[src/rtl/core_scheduler.sv]
// rtl/core_scheduler.sv - per-core instruction-step FSM owning the shared current_pc
// Optional feature: define SCHED_DIVERGENCE_CHECK_EN to stop the block on per-thread PC divergence.
module core_scheduler #(
  parameter int THREADS_PER_BLOCK = 4,
  parameter int PC_WIDTH          = 8,
  parameter int TC_WIDTH          = 3
) (
  input  logic                                  clock,
  input  logic                                  reset,
  input  logic                                  start,
  input  logic [TC_WIDTH-1:0]                   thread_count,
  input  logic                                  fetch_ready,
  input  logic                                  decoded_mem_rw,
  input  logic                                  decoded_ret,
  input  logic [2*THREADS_PER_BLOCK-1:0]        lsu_state,
  input  logic [PC_WIDTH*THREADS_PER_BLOCK-1:0] next_pc,
  output logic [2:0]                            core_state,
  output logic [PC_WIDTH-1:0]                   current_pc,
  output logic                                  done,
  output logic                                  pc_diverged
);

  typedef enum logic [2:0] {
    S_IDLE    = 3'b000,
    S_FETCH   = 3'b001,
    S_DECODE  = 3'b010,
    S_REQUEST = 3'b011,
    S_WAIT    = 3'b100,
    S_EXECUTE = 3'b101,
    S_UPDATE  = 3'b110,
    S_DONE    = 3'b111
  } state_t;

  state_t              state, state_next;
  logic [PC_WIDTH-1:0] pc_next;
  logic                done_next;
  logic                lsu_busy;

  // Only threads below thread_count can hold the core in WAIT.
  always_comb begin
    lsu_busy = 1'b0;
    for (int i = 0; i < THREADS_PER_BLOCK; i++) begin
      if ((TC_WIDTH'(i) < thread_count) &&
          (lsu_state[2*i +: 2] == 2'b01 || lsu_state[2*i +: 2] == 2'b10))
        lsu_busy = 1'b1;
    end
  end

`ifdef SCHED_DIVERGENCE_CHECK_EN
  logic diverged_q, diverged_next;
  logic pc_mismatch;
  logic unused_inputs;

  assign unused_inputs = decoded_mem_rw;

  always_comb begin
    pc_mismatch = 1'b0;
    for (int i = 1; i < THREADS_PER_BLOCK; i++) begin
      if ((TC_WIDTH'(i) < thread_count) &&
          (next_pc[PC_WIDTH*i +: PC_WIDTH] != next_pc[PC_WIDTH-1:0]))
        pc_mismatch = 1'b1;
    end
  end

  always_ff @(posedge clock or negedge reset) begin
    if (!reset) diverged_q <= 1'b0;
    else        diverged_q <= diverged_next;
  end

  assign pc_diverged = diverged_q;
`else
  logic unused_inputs;

  assign unused_inputs = ^{decoded_mem_rw, next_pc[PC_WIDTH*THREADS_PER_BLOCK-1:PC_WIDTH]};
  assign pc_diverged   = 1'b0;
`endif

  always_ff @(posedge clock or negedge reset) begin
    if (!reset) begin
      state      <= S_IDLE;
      current_pc <= '0;
      done       <= 1'b0;
    end else begin
      state      <= state_next;
      current_pc <= pc_next;
      done       <= done_next;
    end
  end

  always_comb begin
    state_next = state;
    pc_next    = current_pc;
    done_next  = done;
`ifdef SCHED_DIVERGENCE_CHECK_EN
    diverged_next = diverged_q;
`endif
    case (state)
      S_IDLE: begin
        if (start) begin
          state_next = S_FETCH;
          pc_next    = '0;
        end
      end
      S_FETCH:   if (fetch_ready) state_next = S_DECODE;
      S_DECODE:  state_next = S_REQUEST;
      S_REQUEST: state_next = S_WAIT;
      S_WAIT:    if (!lsu_busy) state_next = S_EXECUTE;
      S_EXECUTE: state_next = S_UPDATE;
      S_UPDATE: begin
        if (decoded_ret) begin
          state_next = S_DONE;
          done_next  = 1'b1;
        end
`ifdef SCHED_DIVERGENCE_CHECK_EN
        else if (pc_mismatch) begin
          state_next    = S_DONE;
          done_next     = 1'b1;
          diverged_next = 1'b1;
        end
`endif
        else begin
          pc_next    = next_pc[PC_WIDTH-1:0];
          state_next = S_FETCH;
        end
      end
      S_DONE:  done_next = 1'b1;
      default: state_next = S_IDLE;
    endcase
  end

  assign core_state = state;

endmodule

[config.mk]
export PLATFORM = sky130hd
export DESIGN_NAME = core_scheduler
export DESIGN_NICKNAME = d
export VERILOG_FILES = /design/src/rtl/core_scheduler.sv
export SDC_FILE = /design/constraint.sdc
export NUM_CORES = 1
export LEC_CHECK = 0
export BUFFER_PORTS_ARGS = -buffer_cell sky130_fd_sc_hd__buf_2
export CAP_MARGIN = 5
export CORE_UTILIZATION = 35
export CTS_CLUSTER_SIZE = 25
export DETAILED_ROUTE_END_ITERATION = 10
export PLACE_DENSITY = 0.78
export SLEW_MARGIN = 25
export SYNTH_ARGS = -nofsm -noshare
export SYNTH_HDL_FRONTEND = slang
export SYNTH_SLANG_ARGS = --single-unit
[constraint.sdc]
create_clock -name clock -period 3.4 [get_ports clock]
set_input_delay 0.34 -clock clock [delete_from_list [all_inputs] [get_ports clock]]
set_output_delay 0.34 -clock clock [all_outputs]
set_load 0.005 [all_outputs]
After elaboration in Yosys (flattened, before gate mapping) --
Index checks and enable logic that the tools add are counted.
Storage, ports and cells: logic and storage cells 56, input bits 49, register bits 12, output and inout port bits 13
Operators by class: multiplexer cells 14, order comparisons 4, reductions and logical operators 15, equal/unequal tests 20
Operator list (count):
- $pmux 3 s7 | 1
- $mux 8 | 2
- $pmux 8 s2 | 1
- $eq 3x3->1 const B | 4
- $mux 3 | 4
- $ne 2x2->1 const B | 5
- $eq 2x1->1 const B | 4
- $eq 2x2->1 const B | 4
- $reduce_bool 7->1 | 1
- $eq 3x2->1 const B | 2
- $lt 1x3->1 const A | 2
- $lt 2x3->1 const A | 2
- $mux 1 | 5
- $logic_and 1x1->1 | 4
- $logic_or 1x1->1 | 4
- $reduce_and 4->1 | 1
- $reduce_bool 2->1 | 2
- $eq 3x1->1 const B | 1
- $logic_not 3->1 | 1
- $reduce_and 3->1 | 1
- $pmux 1 s2 | 1
- $reduce_and 2->1 | 1

Longest topological paths before layout --
Gate-level depths: netlist (run 1).
word-level depth 9, mapped depth 6, depth with buffers taken out 4

Least setup slack after synthesis (run 1) --
OpenSTA, ideal clock, no wires.
path type register -> register, start point register state[2] (netlist: core_state[2]), end point register current_pc[1], clock period less this slack 1.495 ns, required time 3.283 ns, stages on the path, launching flop included 7, data arrival time 1.377 ns, path buffers 2, slack 1.905 ns, library setup time 0.117 ns, cell sequence dfrtp_1 buf_6 or3b_1 a21o_1 buf_6 nand2_1 o21ai_2
Between the ends: cells in the longest elaborated chain, start to end 3
Ends and longest elaborated chain:
- from (decl) | RTL line 34 | state_t state, state_next;
- from (signal assigned) | RTL line 84 | state <= state_next;
- $eq 3x3->1 or $logic_not 3->1 (tied branches) | RTL line 97 | case (state)
- $ne 2x2->1 (no line) or $reduce_bool 2->1 (tied branches)
- $reduce_and 3->1 (no line)
- to (signal assigned) | RTL line 85 | current_pc <= pc_next;
- to (decl) | RTL line 18 | output logic [PC_WIDTH-1:0] current_pc,
Parallel ways exist; a longest one is shown, timed or not. A chain may end at the register's enable or synchronous reset.

Worst setup path after layout (run 1) --
start point register state[2] (netlist: core_state[2]), end point register current_pc[2]
The elaborated chain is that of the path after synthesis.

==> impl_metrics.toml, run 1 <==
[global_route]
grt_max_degree = 17
grt_overflow = 0
grt_pass1_vias = 568
antenna_found_initial = 0
grt_usage = 0.1624
grt_pass1_wl_mm = 2.325

[clock_tree]
clk_pin_slew_ns = 0.07
clk_latency_ns = 0.26
clock_path_buffers = 2
cts_setup_buffers = 0
numCtsBuffers = 3
cts.htree.levels = 1
cts_sinks = 12
root_buffer = "clkbuf_4"
cts_tree = "yes"

[placed_design]
place_inst = 126
io_buffers = 35
post-dp-hpwl_mm = 1.033
dp_worst_setup_slack_ns = 1.825
gp_congestion = 0.7087

[power]
pwr-share-comb = 0.409
power.share.clock = 0.143
intPower_w = 0.0003659
p_switching_w = 0.0002372
p_sw_frac = 0.3933
sequentialPowerShare = 0.448
leakagePower_nw = 0.4207
ir_drop_v = 0.0002882
pwr_density_cell_mw_per_mm2 = 728.1

[route]
wirelength_mm = 1.366
dr.first_iter.drc_count = 6
vias = 581
routedWlPerCell_um = 10.51
via_per_inst = 4.469
drtAntennaViolNets = 0
drc = 0
drt_pre_antenna_iters = 2

[yosys]
synth.distinct_cells = 26
synth_seq_cells = 12
synth-adder-area-share = 0
synth_cells = 72
synth_top_family_by_area = "compound AO/OA/AOI/OAI gates"
synth_seq_area_share = 0.4771
synth.mux.area_fraction = 0
synth_area_per_cell_um2 = 8.741
synth_compound_area_frac = 0.2147
synth-edff-count = 0
synth_warnings = 0
syn_area_um2 = 629.4
synth-simple-area-share = 0.1730
async_flop_share = 1.000
syn-num-nets = 121
synth_xor_area_frac = 0.05567
synth_flop_cell = "dfrtp_1"

[cells_and_area]
final_common_cell = "buf_2"
layout-drive-gt1-share = 0.3774
final_cells = 130
layout_common_cells = "buf_2, nand2_1, dfrtp_1"
nets = 157
area_growth_pct = 31.61
num_antenna_cells = 0

[timing]
skew_ns = 0.001095
fin_ws_ns = 1.799
min_period_over_period = 0.4708
fin_tns_setup_ns = 0
finalSetupViolCount = 0
rsz0062_at_grt = "false"
clock.fmax_ghz = 0.6248
hold_viol_final = 0
slew_viol_final = 0
fin_crit_ns = 1.601

[setup_path]
critPathTopFamily = "simple AND/OR/NAND/NOR gates"
worstSetupEndpointType = "flop"
slowest_stage = "dfrtp_1"
path_class = "flop to flop"
cp.required_ns = 3.53
path_cells = "or3b_1 > a21o_1 > nand2_1 > o21ai_1"
path_buf_inv = 0
worstPathMaxFanout = 16
critical_path_arrival_ns = 1.74
r2r_end = "current_pc[2]"
crit_path_end = "current_pc[2]"
max_stage_delay_ns = 0.49
crit_path_start_kind = "flop"
rr_worst_depth = 4
reg2reg_from = "core_state[2]"
path_depth = 4
startpoint = "core_state[2]"
r2r_slack_ns = 1.80

[die]
rows = 14
die-height_um = 44.41
die_area_mm2 = 0.001972
die_w_um = 44.41
initial_core_util = 0.3948
io_pins = 62
coreArea_mm2 = 0.001594

[worst_hold_path]
min_path_type = "input pin to flop"
hold_depth = 3

[job]
drv_cap = 0

[status]
status = "complete, no violations"
per-stage QoR:
stage	hold slack, ns	cell area, µm²	total power [W]	utilization
detailed placement	0.2328	795.8	0.0005203	0.4992
floorplan	0.04441	629.4	0.0004402	-
global placement	0.2277	795.8	0.0005125	0.4992
global route	0.2916	828.3	0.0006673	0.5196
finish	0.3021	828.3	0.0006031	0.5196
CTS	0.2940	828.3	0.0006100	0.5196
registers in the layout, indices dropped and copies added, names as in the netlist:
| signal | flops |
|---|---|
| core_state | 3 |
| done | 1 |
| current_pc | 8 |
cell families (layout without fill, tap and decap cells):
kind of cell | after synthesis | count (layout)
and+or+nand+nor | 26 | 26
AOI/OAI and AO/OA | 22 | 22
DFF | 12 | 12
buffers and inverters | 7 | 41
xor gates and xnor gates | 4 | 4
other | 1 | 1
Yosys cell counts, types with 2 or more instances:
cell / number / share of area
o21ai_1: 6 / 0.048
dfrtp_1: 12 / 0.48
xor2_1: 3 / 0.042
nor2_1: 3 / 0.018
buf_6: 2 / 0.036
o21ai_2: 2 / 0.028
nand2_1: 19 / 0.11
o21ai_0: 3 / 0.024
inv_1: 2 / 0.012
a21oi_1: 4 / 0.032
tightest hold or removal path: stages:
cell and delay (ns):
buf_2 0.10, nand2_1 0.05, o21ai_1 0.05
power groups by stage:
stage	clock (W)	sequential, W	combinational, W
2_1_floorplan	0	0.000248	0.000192
3_3_place_gp	0	0.000270	0.000243
3_5_place_dp	0	0.000271	0.000249
4_1_cts	0.0000888	0.000270	0.000251
5_1_grt	0.0000986	0.000284	0.000284
6_report	0.0000864	0.000270	0.000247
how the worst min path moves through the flow:
stage,startpoint,endpoint
2_1_floorplan,reset,core_state[0]
3_3_place_gp,reset,current_pc[7]
3_5_place_dp,reset,current_pc[7]
4_1_cts,next_pc[0],current_pc[0]
5_1_grt,next_pc[5],current_pc[5]
6_report,next_pc[4],current_pc[4]
cell type report:
| class | count | area [µm²] |
|---|---|---|
| Clock buffer | 3 | 22.52 |
| Fill cell | 159 | 765.7 |
| Inverter | 2 | 7.507 |
| Multi-Input combinational cell | 53 | 282.8 |
| Sequential cell | 12 | 300.3 |
| Tap cell | 24 | 30.03 |
| Timing Repair Buffer | 36 | 185.2 |
per-layer routing:
layer	share of wire	vias to the layer above	GRT usage
met2	0.52	14	0.2618
met4	0	0	0.07879
met3	0.033	0	0.06531
li1	-	312	-
met5	0	-	0
met1	0.45	255	0.1870
repair_timing:
action	4_1_cts	5_1_grt
hold buffers	1	0
resized for setup	0	0
endpoints found under the hold margin	12	0
No activity file was read; power rests on OpenSTA's default activity.
==> run 2, diff against run 1 <==
--- a/config.mk
+++ b/config.mk
@@ -5,12 +5,13 @@
 export SDC_FILE = /design/constraint.sdc
 export NUM_CORES = 1
 export LEC_CHECK = 0
+export ABC_AREA = 1
 export BUFFER_PORTS_ARGS = -buffer_cell sky130_fd_sc_hd__buf_2
 export CAP_MARGIN = 5
-export CORE_UTILIZATION = 35
+export CORE_UTILIZATION = 34
 export CTS_CLUSTER_SIZE = 25
 export DETAILED_ROUTE_END_ITERATION = 10
-export PLACE_DENSITY = 0.78
+export PLACE_DENSITY = 0.74
 export SLEW_MARGIN = 25
 export SYNTH_ARGS = -nofsm -noshare
 export SYNTH_HDL_FRONTEND = slang
==> constraint.sdc (replaced) <==
create_clock -name clock -period 1.33 [get_ports clock]
set_input_delay 0.133 -clock clock [delete_from_list [all_inputs] [get_ports clock]]
set_output_delay 0.133 -clock clock [all_outputs]
set_load 0.005 [all_outputs]
==> impl_metrics.toml, run 2 <==
[cells_and_area]
num_antenna_cells = 0
nets = 201
largest-register = "current_pc"
fillerInstances = 201
largest_reg_flops = 8
final_common_cell = "nand2_1"
layout-drive-gt1-share = 0.4172
layout_common_cells = "nand2_1, buf_2, inv_1"
area_growth_pct = 39.04

[setup_path]
worstSetupEndpointType = "flop"
crit_path_start_kind = "flop"
rr_worst_depth = 6
cp.required_ns = 1.54
reg2reg_from = "core_state[2]"
startpoint = "core_state[2]"
critical_path_arrival_ns = 1.43
path_class = "flop to flop"
worstPathMaxFanout = 16

[yosys]
synth_seq_cells = 12
synth_top_cells_by_count = "nand2_1, inv_1, dfrtp_1, o21ai_2, nor2_1"
synth_area_per_cell_um2 = 7.098
yosysTopAreaCellShare = 0.3954
yosysMostFrequentCell = "nand2_1"
synth_flop_cell = "dfrtp_1"
synth_cells = 107
synth_seq_area_share = 0.3954
synth-edff-count = 0
syn-num-nets = 156
async_flop_share = 1.000
synth_warnings = 0
ys_top_cells_by_area = "dfrtp_1, nand2_1, o21ai_2"
synth_top_cell_by_area = "dfrtp_1"
synth.distinct_cells = 20
syn_area_um2 = 759.5

[route]
drtAntennaViolNets = 0
wirelength_mm = 1.748
routedWlPerCell_um = 9.820
drt_pre_antenna_iters = 4
via_per_inst = 4.399
dr.first_iter.drc_count = 12
vias = 783
drc = 0

[die]
coreArea_mm2 = 0.002022
initial_core_util = 0.3756
io_pins = 62
die_w_um = 49.26
rows = 16
die_area_mm2 = 0.002427
die-height_um = 49.26

[power]
ir_drop_v = 0.0003566
pwr_density_cell_mw_per_mm2 = 694.2
leakagePower_nw = 0.6221
total_power_w = 0.0007331

[timing]
slew_viol_final = 0
fin_crit_ns = 1.220
hold_viol_final = 0
min_period_over_period = 0.9177
skew_ns = 0.0004104
clock.fmax_ghz = 0.8193
finalSetupViolCount = 0
timing.hold.ws_ns = 0.1103

[worst_hold_path]
hold_depth = 3
min_path_type = "input pin to flop"
hp-start = "next_pc[0]"

[clock_tree]
root_buffer = "clkbuf_4"
numCtsBuffers = 3
cts.htree.levels = 1
clk_latency_ns = 0.27
cts_sinks = 12
clk_pin_slew_ns = 0.08
cts_tree = "yes"
clock_path_buffers = 2

[global_route]
grt_pass1_wl_mm = 2.856
grt_pass1_vias = 721
grt_usage = 0.1495
grt_max_degree = 17
grt_overflow = 0
antenna_found_initial = 0

[placed_design]
io_buffers = 35
gp_congestion = 0.8747
post-dp-hpwl_mm = 1.333

[job]
drv_cap = 0

[status]
status = "complete, no violations"
[run 2: cell types whose count changed after synthesis, moves of 4 or more]
cell	delta
nand2_1	+18
inv_1	+16
o21ai_2	+7
o21ai_1	-6
nand2_2	+5
nand3_1	+4
[run 2: worst paths after layout]
| kind | endpoint | slack, ns |
|---|---|---|
| setup reg to reg | current_pc[6] | 0.11 |
| max in group asynchronous | core_state[0] | 0.86 |
| min in group asynchronous | current_pc[4] | 0.26 |
| hold reg to reg | done | 0.48 |
| setup / recovery | current_pc[6] | 0.11 |
| hold / removal | current_pc[0] | 0.11 |
[run 2: worst max-delay path, cell delays in order, from the launching register on]
cell and delay, ns:
dfrtp_1 0.43, inv_2 0.11, nand4_1 0.20, nand2_2 0.14
buf_12 0.15, nand2_1 0.07, o21ai_2 0.05
[run 2: kinds of logic after synthesis]
logic type / count (synthesis) / synth area share
AOI/OAI and AO/OA: 16 / 0.1631
other: 1 / 0.004938
buffers and inverters: 22 / 0.1252
and+or+nand+nor: 56 / 0.3114
DFF: 12 / 0.3954
[run 2: area by class of cell]
type                            instances  area (µm²)  area share
Tap cell                               27       33.78     0.03199
Inverter                               20       76.32     0.07228
Clock buffer                            4       36.28     0.03436
Timing Repair Buffer                   42       242.7      0.2299
Sequential cell                        12       300.3      0.2844
Multi-Input combinational cell         73       366.6      0.3472
[run 2: layer usage]
metal	share of wire	global-route usage
met5	0	0
met4	0.018	0.06863
met3	0.030	0.01558
met2	0.54	0.2626
met1	0.42	0.1808
[run 2: where the power goes]
| group | internal [W] | switching (W) | leakage [nW] | total, W |
|---|---|---|---|---|
| Combinational | 0.0000376 | 0.0000372 | 0.454 | 0.0000748 |
| Sequential | 0.000364 | 0 | 0.147 | 0.000364 |
| Clock | 0.000166 | 0.000128 | 0.0210 | 0.000294 |
| Total | 0.000568 | 0.000165 | 0.622 | 0.000733 |
[run 2: what timing repair did]
item                                   CTS  global route
resized for setup                        0             2
setup endpoints to repair                0            11
setup buffers                            0             3
hold buffers                             1             0
endpoints found under the hold margin   12             0
[run 2: metrics by stage]
step                instance area (µm²)  cells  worst slack, ns  utilization  setup TNS (ns)
CTS                                1031    175          0.02654       0.5099               0
detailed placement                984.7    170          0.04938       0.4870               0
floorplan                         759.5    107           0.1339            -               0
global placement                  984.7    170          0.09224       0.4870               0
finish                             1056    178           0.1095       0.5223               0
global route                       1056    178        -0.003128       0.5223       -0.004975
==> run 3, diff against run 2 <==
--- a/config.mk
+++ b/config.mk
@@ -6,12 +6,11 @@
 export NUM_CORES = 1
 export LEC_CHECK = 0
 export ABC_AREA = 1
-export BUFFER_PORTS_ARGS = -buffer_cell sky130_fd_sc_hd__buf_2
 export CAP_MARGIN = 5
-export CORE_UTILIZATION = 34
+export CORE_UTILIZATION = 35
 export CTS_CLUSTER_SIZE = 25
 export DETAILED_ROUTE_END_ITERATION = 10
-export PLACE_DENSITY = 0.74
+export DONT_BUFFER_PORTS = 1
 export SLEW_MARGIN = 25
 export SYNTH_ARGS = -nofsm -noshare
 export SYNTH_HDL_FRONTEND = slang
==> impl_metrics.toml, run 3 (synthesis results as in run 2) <==
[power]
pwr_density_cell_mw_per_mm2 = 711.9
leakagePower_nw = 0.4576
ir_drop_v = 0.0002456

[route]
vias = 666
routedWlPerCell_um = 10.71
via_per_inst = 4.757
drc = 0
dr.first_iter.drc_count = 4
drt_pre_antenna_iters = 4
wirelength_mm = 1.499
drtAntennaViolNets = 0

[timing]
timing.hold.ws_ns = 0.01423
clock.fmax_ghz = 0.8049
tightestPinTransition_ns = 0.5562
finalSetupViolCount = 0
fin_crit_ns = 1.242
slew_viol_final = 0
hold_viol_final = 0
fin_tns_setup_ns = 0
skew_ns = 0.0004439
min_period_over_period = 0.9341
relSlewSlack = 0.6280
rsz0062_at_grt = "false"

[setup_path]
crit_path_start_kind = "flop"
worstPathMaxFanout = 5
worstSetupEndpointType = "flop"
path_class = "flop to flop"
critical_path_arrival_ns = 1.39
cp.required_ns = 1.48

[placed_design]
io_buffers = 0
place_inst = 135
post-dp-hpwl_mm = 1.180
gp_congestion = 0.8685

[clock_tree]
clock_path_buffers = 2
cts_tree = "yes"
clk_latency_ns = 0.26
clk_pin_slew_ns = 0.07
root_buffer = "clkbuf_4"
cts.htree.levels = 1
cts_sinks = 12
numCtsBuffers = 3

[cells_and_area]
layout_common_cells = "nand2_1, inv_1, dfrtp_1"
largest-register = "current_pc"
final_common_cell = "nand2_1"
multi_input_area_um2 = 385.4
final_cells = 140
nets = 164
layout-drive-gt1-share = 0.2212
largest_reg_flops = 8
fillerInstances = 207
num_antenna_cells = 0
seq_area_um2 = 301.5
area_growth_pct = 13.51

[global_route]
grt_usage = 0.1409
grt_overflow = 0
grt_pass1_wl_mm = 2.663
grt_pass1_vias = 719
antenna_found_initial = 0
grt_max_degree = 17

[die]
initial_core_util = 0.3794
coreArea_mm2 = 0.002002
die_area_mm2 = 0.002360
io_pins = 62
rows = 16
die-height_um = 48.58
die_w_um = 48.58

[worst_hold_path]
min_path_type = "input pin to flop"

[job]
drv_cap = 0

[status]
status = "complete, no violations"
## run 3: area by class of cell
type,count,share of cell area
multi-input combinational,73,0.4470
clock buffer,3,0.02612
tap,27,0.03919
timing repair buffer,5,0.04644
sequential,12,0.3498
inverter,20,0.09144
## run 3: worst paths after layout
path | start | endpoint | slack, ns | depth (start not counted)
setup / recovery | core_state[1] | core_state[1] | 0.09 | 5
hold / removal | decoded_ret | done | 0.01 | 2
setup reg to reg | core_state[1] | core_state[1] | 0.09 | 5
hold reg to reg | current_pc[6] | current_pc[6] | 0.51 | 2
max in group asynchronous | reset | core_state[2] | 0.64 | 1
min in group asynchronous | reset | current_pc[4] | 0.30 | 1
## run 3: power by group
| group | switching [W] | internal (W) |
|---|---|---|
| clock | 0.000107 | 0.000104 |
| sequential | 0 | 0.000365 |
| combinational | 0.0000228 | 0.0000149 |
| total | 0.000130 | 0.000484 |
## run 3: what timing repair did
item | CTS | global route
hold endpoints to repair | 12 | 0
buffers inserted | 0 | 1
hold buffers | 1 | 0
endpoints found under the setup margin | 7 | 11
gates cloned | 0 | 0
pin swaps | 0 | 2
resized for setup | 0 | 6
## run 3: layer usage
layer | vias up | wire (µm) | track usage
met5 | - | 0 | 0
met4 | 0 | 42 | 0.07353
met3 | 6 | 136 | 0.04403
met2 | 29 | 739 | 0.2441
met1 | 294 | 580 | 0.1538
li1 | 337 | - | -
## run 3: through the flow
step                instance area [µm²]  worst slack (ns)  utilization  power (W)
global placement                  797.0          -0.01611       0.3981  0.0003995
floorplan                         759.5            0.1339            -  0.0003992
CTS                               829.5          -0.04466       0.4144  0.0006189
detailed placement                797.0          -0.03095       0.3981  0.0004008
global route                      862.1          0.002697       0.4306  0.0006495
finish                            862.1           0.08761       0.4306  0.0006137
## run 3: worst max-delay path: stages, from the launching register on
cell     delay [ns]
dfrtp_1        0.43
buf_4          0.17
nor3_1         0.17
o21ai_0        0.19
nand3_1        0.12
nand2_1        0.05
